<file path="src/rtl/demux4x2_pkg.sv">
// Shared constants for the 1-to-4 stream demultiplexer.
// Counter helpers are used only when DEMUX4X2_STATS_EN is defined.
package demux4x2_pkg;

   localparam int NUM_LANES = 4;
   localparam int SEL_W     = 2;
   localparam int CNT_W     = 8;
   localparam int CNT_MAX   = 255;

   // Saturating increment; holds at CNT_MAX instead of wrapping.
   function automatic logic [CNT_W-1:0] sat_inc(
      input logic [CNT_W-1:0] v
   );
      if (v == CNT_W'(CNT_MAX)) begin
         return v;
      end
      return v + CNT_W'(1);
   endfunction

endpackage

</file>
<file path="src/rtl/demux_lane_reg.sv">
// One-entry holding register for a single output lane.
// Data changes only on a load; valid clears on drain without refill.
module demux_lane_reg
   import demux4x2_pkg::*;
#(
   parameter int WIDTH = 2
) (
   input  logic             clk_i,
   input  logic             rst_i,
   input  logic             load_i,
   input  logic [WIDTH-1:0] data_i,
   input  logic             ready_i,
   output logic [WIDTH-1:0] data_o,
   output logic             valid_o,
   output logic             can_accept_o
);

   logic [WIDTH-1:0] data_q, data_d;
   logic             valid_q, valid_d;

   always_comb begin
      data_d  = data_q;
      valid_d = valid_q;
      if (load_i) begin
         data_d  = data_i;
         valid_d = 1'b1;
      end else if (valid_q && ready_i) begin
         valid_d = 1'b0;
      end
   end

   always_ff @(posedge clk_i) begin
      if (rst_i) begin
         data_q  <= '0;
         valid_q <= 1'b0;
      end else begin
         data_q  <= data_d;
         valid_q <= valid_d;
      end
   end

   assign data_o       = data_q;
   assign valid_o      = valid_q;
   assign can_accept_o = !valid_q || ready_i;

endmodule

</file>
<file path="src/rtl/demux4x2_stream.sv">
// Registered 1-to-4 stream demux with explicit or round-robin steering.
// Define DEMUX4X2_STATS_EN to add saturating per-lane transfer counters.
module demux4x2_stream
   import demux4x2_pkg::*;
#(
   parameter int WIDTH = 2
) (
   input  logic             CLK,
   input  logic             RESET,
   input  logic [WIDTH-1:0] I,
   input  logic             I_VALID,
   output logic             I_READY,
   input  logic [1:0]       S,
   input  logic             AUTO,
   output logic [WIDTH-1:0] O0,
   output logic [WIDTH-1:0] O1,
   output logic [WIDTH-1:0] O2,
   output logic [WIDTH-1:0] O3,
   output logic [3:0]       O_VALID,
   input  logic [3:0]       O_READY
`ifdef DEMUX4X2_STATS_EN
   ,
   output logic [7:0]       CNT0,
   output logic [7:0]       CNT1,
   output logic [7:0]       CNT2,
   output logic [7:0]       CNT3
`endif
);

   logic [SEL_W-1:0]     rr_q, rr_d;
   logic [SEL_W-1:0]     dst;
   logic                 accept;
   logic [NUM_LANES-1:0] load;
   logic [NUM_LANES-1:0] can_acc;
   logic [WIDTH-1:0]     lane_data [NUM_LANES];

   assign dst     = AUTO ? rr_q : S;
   assign I_READY = !RESET && can_acc[dst];
   assign accept  = I_VALID && I_READY;

   always_comb begin
      load      = '0;
      load[dst] = accept;
   end

   // Pointer never skips a blocked lane; it only moves on an accept.
   always_comb begin
      rr_d = rr_q;
      if (accept && AUTO) begin
         rr_d = rr_q + SEL_W'(1);
      end
   end

   always_ff @(posedge CLK) begin
      if (RESET) begin
         rr_q <= '0;
      end else begin
         rr_q <= rr_d;
      end
   end

   for (genvar k = 0; k < NUM_LANES; k++) begin : g_lane
      demux_lane_reg #(
         .WIDTH (WIDTH)
      ) u_lane (
         .clk_i        (CLK),
         .rst_i        (RESET),
         .load_i       (load[k]),
         .data_i       (I),
         .ready_i      (O_READY[k]),
         .data_o       (lane_data[k]),
         .valid_o      (O_VALID[k]),
         .can_accept_o (can_acc[k])
      );
   end

   assign O0 = lane_data[0];
   assign O1 = lane_data[1];
   assign O2 = lane_data[2];
   assign O3 = lane_data[3];

`ifdef DEMUX4X2_STATS_EN
   logic [CNT_W-1:0] cnt_q [NUM_LANES];
   logic [CNT_W-1:0] cnt_d [NUM_LANES];

   always_comb begin
      for (int k = 0; k < NUM_LANES; k++) begin
         cnt_d[k] = cnt_q[k];
         if (O_VALID[k] && O_READY[k]) begin
            cnt_d[k] = sat_inc(cnt_q[k]);
         end
      end
   end

   always_ff @(posedge CLK) begin
      if (RESET) begin
         for (int k = 0; k < NUM_LANES; k++) begin
            cnt_q[k] <= '0;
         end
      end else begin
         for (int k = 0; k < NUM_LANES; k++) begin
            cnt_q[k] <= cnt_d[k];
         end
      end
   end

   assign CNT0 = cnt_q[0];
   assign CNT1 = cnt_q[1];
   assign CNT2 = cnt_q[2];
   assign CNT3 = cnt_q[3];
`endif

endmodule

</file>
<file path="config.mk">
export PLATFORM = sky130hd
export DESIGN_NAME = demux4x2_stream
export DESIGN_NICKNAME = d
export VERILOG_FILES = /design/src/rtl/demux4x2_pkg.sv /design/src/rtl/demux_lane_reg.sv /design/src/rtl/demux4x2_stream.sv
export SDC_FILE = /design/constraint.sdc
export NUM_CORES = 1
export LEC_CHECK = 0
export CAP_MARGIN = 20
export CORE_AREA = 2 2 52 54
export DETAILED_ROUTE_END_ITERATION = 10
export DIE_AREA = 0 0 54 56
export GPL_TIMING_DRIVEN = 0
export PLACE_DENSITY = 0.54
export SETUP_SLACK_MARGIN = 0.1
export SYNTH_ARGS = -nofsm -noshare
export SYNTH_HDL_FRONTEND = slang
export SYNTH_SLANG_ARGS = --single-unit
</file>
<file path="constraint.sdc">
create_clock -name CLK -period 2.5 [get_ports CLK]
set_input_delay 0.5 -clock CLK [delete_from_list [all_inputs] [get_ports CLK]]
set_output_delay 0.5 -clock CLK [all_outputs]
set_load 0.05 [all_outputs]
</file>
== Yosys cells after proc, flatten, opt, wreduce, memory -nomap -nowiden ==
Index checks and enable logic that the tools add are counted.

* Register bits: 14
* Latch bits: 0
* RAM bits: 0
* Bits in read-only memories: 0
* Output and inout bits: 13
* Word-level logic and storage cells: 47
* Memories kept: 0

* Add/sub/neg operators: 1
* Multiply operators: 0
* Div/mod/pow operators: 0
* Order comparisons: 2
* Equal/unequal tests: 0
* Shifts and indexed selects: 0
* Muxes and demuxes: 13
* Bitwise operators: 1
* Reductions and logical operators: 21

{| class="wikitable"
|+ Operator list
! cell !! number
|-
| $mux 1 || 10
|-
| $logic_and 1x1->1 || 8
|-
| $reduce_bool 2->1 || 4
|-
| $logic_not 1->1 || 5
|-
| $and 4x4->4 || 1
|-
| $logic_or 1x1->1 || 4
|-
| $lt 2x3->1 const B || 1
|-
| $add 2x1->2 const B || 1
|-
| $bmux 1 s2 || 1
|-
| $demux 1 s2 || 1
|-
| $ge 2x1->1 const B || 1
|-
| $mux 2 || 1
|}

== Longest topological paths before layout ==
* Word-level depth: 8
* Mapped depth: 7
* Gate-level depth less buffers: 5

== Cells and area by module ==
Synthesis repeated with hierarchy kept, for this count alone.

* Cells, all modules: 74
* Area, all modules: 684.4 um2

{| class="wikitable"
|+ By module, submodules not included
! module !! times used !! cells each !! area an instance (um2) !! seq. area each (um2)
|-
| demux_lane_reg || 4 || 10 || 110.1 || 60.1
|-
| demux4x2_stream || 1 || 34 || 244.0 || 40.0
|}

== Least setup slack after synthesis ==
Ideal clock, no wire load.

* Kind: input port to output port
* Start: in AUTO
* End: out I_READY
* Arrival: 2467 ps
* Setup slack: -467 ps
* Cell stages on the path: 4
* Path buffers: 1
* Path through: buf_6 -> a32o_1 -> a221o_1 -> nor3b_1

* Word-level cells in the longest chain between the ends: 4

{| class="wikitable"
|+ Ends and longest elaborated chain
! element !! RTL line !! text
|-
| start, declared || demux4x2_stream.sv:14 || <nowiki>input logic AUTO,</nowiki>
|-
| $mux 2 || demux4x2_stream.sv:37 || <nowiki>assign dst = AUTO ? rr_q : S;</nowiki>
|-
| $bmux 1 s2 || demux4x2_stream.sv:38 || <nowiki>assign I_READY = !RESET && can_acc[dst];</nowiki>
|-
| $mux 1 (implied by the code) || demux4x2_stream.sv:38 ||
|-
| $logic_and 1x1->1 || demux4x2_stream.sv:38 ||
|-
| end, declared || demux4x2_stream.sv:12 || <nowiki>output logic I_READY,</nowiki>
|}

No other way between the ends. The select of a mux whose other input is x is not followed.

== Final worst setup path ==
* Start: in O_READY[0]
* End: out I_READY

* Word-level cells in the longest chain between the ends: 4

{| class="wikitable"
|+ Ends and longest elaborated chain
! element !! RTL line !! text
|-
| start, declared || demux4x2_stream.sv:20 || <nowiki>input logic [3:0] O_READY</nowiki>
|-
| $logic_or 1x1->1 || demux_lane_reg.sv:44 || <nowiki>assign can_accept_o = !valid_q || ready_i;</nowiki>
|-
| $bmux 1 s2 || demux4x2_stream.sv:38 ||
|-
| $mux 1 (implied by the code) || demux4x2_stream.sv:38 ||
|-
| $logic_and 1x1->1 || demux4x2_stream.sv:38 ||
|}

No other way between the ends. The select of a mux whose other input is x is not followed.

==> qor_table.md <==
| Parameter | This run |
| --- | --- |
| Result of the run | finished, final reports clean |
| Critical path's slowest cell | sky130_fd_sc_hd__clkdlybuf4s50_1 |
| Total number of placement rows | 18 |
| Leading cell types in the layout, fill and taps excluded | sky130_fd_sc_hd__clkdlybuf4s50_1, sky130_fd_sc_hd__dfxtp_1, sky130_fd_sc_hd__nand3_1, sky130_fd_sc_hd__a21oi_1, sky130_fd_sc_hd__o21ai_0 |
| Routed wire length | 1.82 mm |
| Post-Syn Instances | 88 |
| Layout cells sized above 1 | 20.5% |
| WHS | 483 ps |
| Netlist area before placement | 718 um2 |
| Most area-hungry cell type in the Yosys netlist | sky130_fd_sc_hd__dfxtp_1 |
| Total I/O pin count | 25 |
| Number of iterations in the first detailed-routing pass | 4 |
| Worst Setup Path Type | primary input to primary output |
| Total power of the final layout | 0.493 mW |
| Met1 Use GR | 18.1% |
| Leading cell type in the layout, fill and taps excluded | sky130_fd_sc_hd__clkdlybuf4s50_1 |
| NumNets Final | 130 |
| Setup violators final | 0 |
| Actual slew at the worst max-slew pin | 502 ps |
| Synth Area in Compound Gates | 22.8% |
| Worst min path class | register to register |
| Lkg Pwr | 0.413 nW |
| Setup crit start kind | primary input |
| Buffer depth of the longest clock path | 2 |
| Worst path setup slack after routing | 192 ps |
| Number of pins exceeding their max-slew limit in the final report | 0 |
| Fraction of the yosys area taken by sequential cells | 39.0% |
| CTS sink count | 14 |
| Synthesized-area fraction occupied by xor and xnor cells | 0% |
| Filler instances | 267 |
| Largest cells by area after synthesis | sky130_fd_sc_hd__dfxtp_1, sky130_fd_sc_hd__a21oi_1, sky130_fd_sc_hd__nand3_1, sky130_fd_sc_hd__o21ai_0, sky130_fd_sc_hd__buf_4 |
| Buffering stage count on the worst path with inverters included | 2 |
| Final hold violation count | 0 |
| Count of state elements after synthesis | 14 |
| Pin count of the biggest net entering global routing | 11 |
| Design Area, Final | 0.00105 mm2 |
| Unrepaired setup endpoints after global routing | false |
| Number of antenna violations at the first check in global routing | 0 |
| Dominant combinational cell family by area after synthesis | simple AND/OR/NAND/NOR gates |
| Layout-stage area growth over the synthesis result | 46.5% |
| Half-perimeter wire length after detailed placement | 1.31 mm |
| Pwr/cell area | 468 mW/mm2 |
| Number of buffers inserted during clock tree synthesis | 3 |
| Global-route wire length before repair | 2.98 mm |
| Worst skew pair latency | 280 ps |
| Vias in the first global route | 662 |
| Routability Congestion | 0.791 |
| Effective utilization at floorplan | 29.5% |
| Max-capacitance violation count | 0 |
| Post-synth top area share | 39.0% |
| Vertical die dimension | 56 um |
| Clock-pin slew on the worst setup and hold paths | 90 ps |
| Multiplexer area fraction after synthesis | 2.79% |
| Root Driver | sky130_fd_sc_hd__clkbuf_4 |
| Instance area after placement | 997 um2 |
| Diodes inserted | 0 |
| Proportion of synthesized flip-flops having asynchronous set or reset | 0% |
| Post-synth top flop | sky130_fd_sc_hd__dfxtp_1 |
| Total routing usage reported by global routing | 13.0% |
| Worst Skew | 1.51 ps |
| Pre-CTS setup slack | -850 ps |
| Largest delay share family, worst path | buffers and inverters |
| Combinational power share | 19.0% |
| Met2 Usage GRT | 18.8% |
| Area of all sequential standard cells | 282 um2 |
| Number of buffers added to fix hold violations after cts | 0 |
| GR peak layer | met2 |
| Largest stage delay, worst path | 460 ps |
| Share of total power in sequential cells | 47.5% |
| Post-Synth Simple-Gate Area | 27.4% |
| Maximum fanout along the worst path | 3 |
| Period minus WS final | 2310 ps |
| Number of distinct standard cells referenced by the synthesized netlist | 30 |
| Overall die width | 54 um |
| Floorplan Core Area | 0.00243 mm2 |
| Number of H-tree levels | 1 |
| Number of DRC markers after the initial detailed-route iteration | 5 |
| Post-route non-filler standard cell count | 147 |
| Clock tree from TritonCTS | built |
| Post-placement cell count | 141 |
| Endpoint arrival time on the critical path | 1810 ps |
| Total via count in the routed design | 730 |
| Residual antenna-violating net count after detailed routing | 0 |
| Drt wl/cell | 12.4 um |
| Arithmetic-cell share of the synthesized area counting full adders, half adders and majority gates | 0% |
| Headroom to the max-slew limit | 66.5% |
| DRC violation count after routing | 0 |
| GRT overflow | 0 |
| Internal power | 0.359 mW |
| Maximum vdd ir drop | 0.295 mV |
| Routed vias/inst | 4.97 |
| Synthesized area per cell | 8.16 um2 |
| Count of yosys warnings during synthesis | 0 |
| Multi-input logic area | 400 um2 |
| Critical Path, Cell by Cell | clkdlybuf4s50_1, nor2b_1, a221o_2, nor3b_4, buf_6 |
| Portion of total power attributed to the clock network | 33.5% |
| Net switching fraction of the power | 27.1% |
| Crit end category | primary output |
| Net switching power of the design | 0.133 mW |
| Met3 Resource Use GR | 5.38% |
| Required arrival time at the worst endpoint | 2000 ps |
| Share of the clock period used by the worst path after layout | 92.3% |
| Post-synthesis net count | 100 |
| Number of buffers inserted by port buffering | 23 |
| DIE AREA | 0.00302 mm2 |
| Fmax | 433 MHz |
| Number of enable flip-flop cells after synthesis | 0 |
[stage by stage]
step | TNS [ps] | utilization [%]
5_1_grt | 0 | 43.3
3_3_place_gp | -827 | 41.0
3_5_place_dp | -850 | 41.0
2_1_floorplan | 0 | -
4_1_cts | 0 | 42.8
6_report | 0 | 43.3
[registers in the layout, indices dropped and copies added, names as in the netlist]
name and cells:
g_lane.u_lane.data_o 8, rr_q 2, g_lane.u_lane.valid_o 4
[tightest hold or removal path, cell delays in order, from the launching register on]
cell,delay [ps]
sky130_fd_sc_hd__dfxtp_1,320
sky130_fd_sc_hd__o21ai_0,60
sky130_fd_sc_hd__a21oi_1,60
[timing repair]
item | 4_1_cts | 5_1_grt
resized for setup | 10 | 9
setup endpoints to repair | 1 | 1
pin swaps | 1 | 2
endpoints found under the hold margin | 0 | 0
setup buffers | 1 | 1
[worst paths after layout]
kind	start	endpoint	slack [ps]	cells past startpoint
worst max-delay path	O_READY[0]	I_READY	190	5
worst min-delay path	g_lane[0].u_lane.data_o[0]	g_lane[0].u_lane.data_o[0]	480	2
worst max register to register	rr_q[1]	rr_q[1]	680	6
worst min register to register	g_lane[0].u_lane.data_o[0]	g_lane[0].u_lane.data_o[0]	480	2
[synthesized netlist by cell type (2+ instances only)]
library cell                n
sky130_fd_sc_hd__a21oi_1   11
sky130_fd_sc_hd__nand2_1    2
sky130_fd_sc_hd__nor2b_1    4
sky130_fd_sc_hd__o21ai_0    8
sky130_fd_sc_hd__and3_1     3
sky130_fd_sc_hd__nor2_1     7
sky130_fd_sc_hd__clkbuf_1   2
sky130_fd_sc_hd__mux2i_1    2
sky130_fd_sc_hd__buf_4      4
sky130_fd_sc_hd__nand3_1   11
sky130_fd_sc_hd__dfxtp_1   14
sky130_fd_sc_hd__nor3b_1    2
[logic make-up after synthesis]
family | after synthesis
AOI/OAI and AO/OA | 27
buffers and inverters | 9
DFF | 14
muxes | 2
and+or+nand+nor | 36
[cell type report]
cell class | instances | share of cell area (%)
multi-input combinational | 65 | 38.0
sequential | 14 | 26.8
timing repair buffer | 25 | 22.7
buffer | 8 | 5.11
tap | 30 | 3.57
clock buffer | 4 | 3.45
inverter | 1 | 0.357
[power by group through the flow]
stage	combinational, mW	sequential, mW	clock [mW]
final	0.0936	0.234	0.165
after global placement	0.0935	0.239	0
after CTS	0.0944	0.234	0.171
after floorplan	0.0465	0.248	0
after detailed placement	0.0940	0.239	0
after global routing	0.101	0.235	0.182
[per-layer routing]
metal	part of all wire [%]	vias to the layer above
met3	7.5	2
li1	-	375
met1	48	332
met4	0.72	0
met2	44	21
met5	0	-
(Power assumes the default switching activity.)
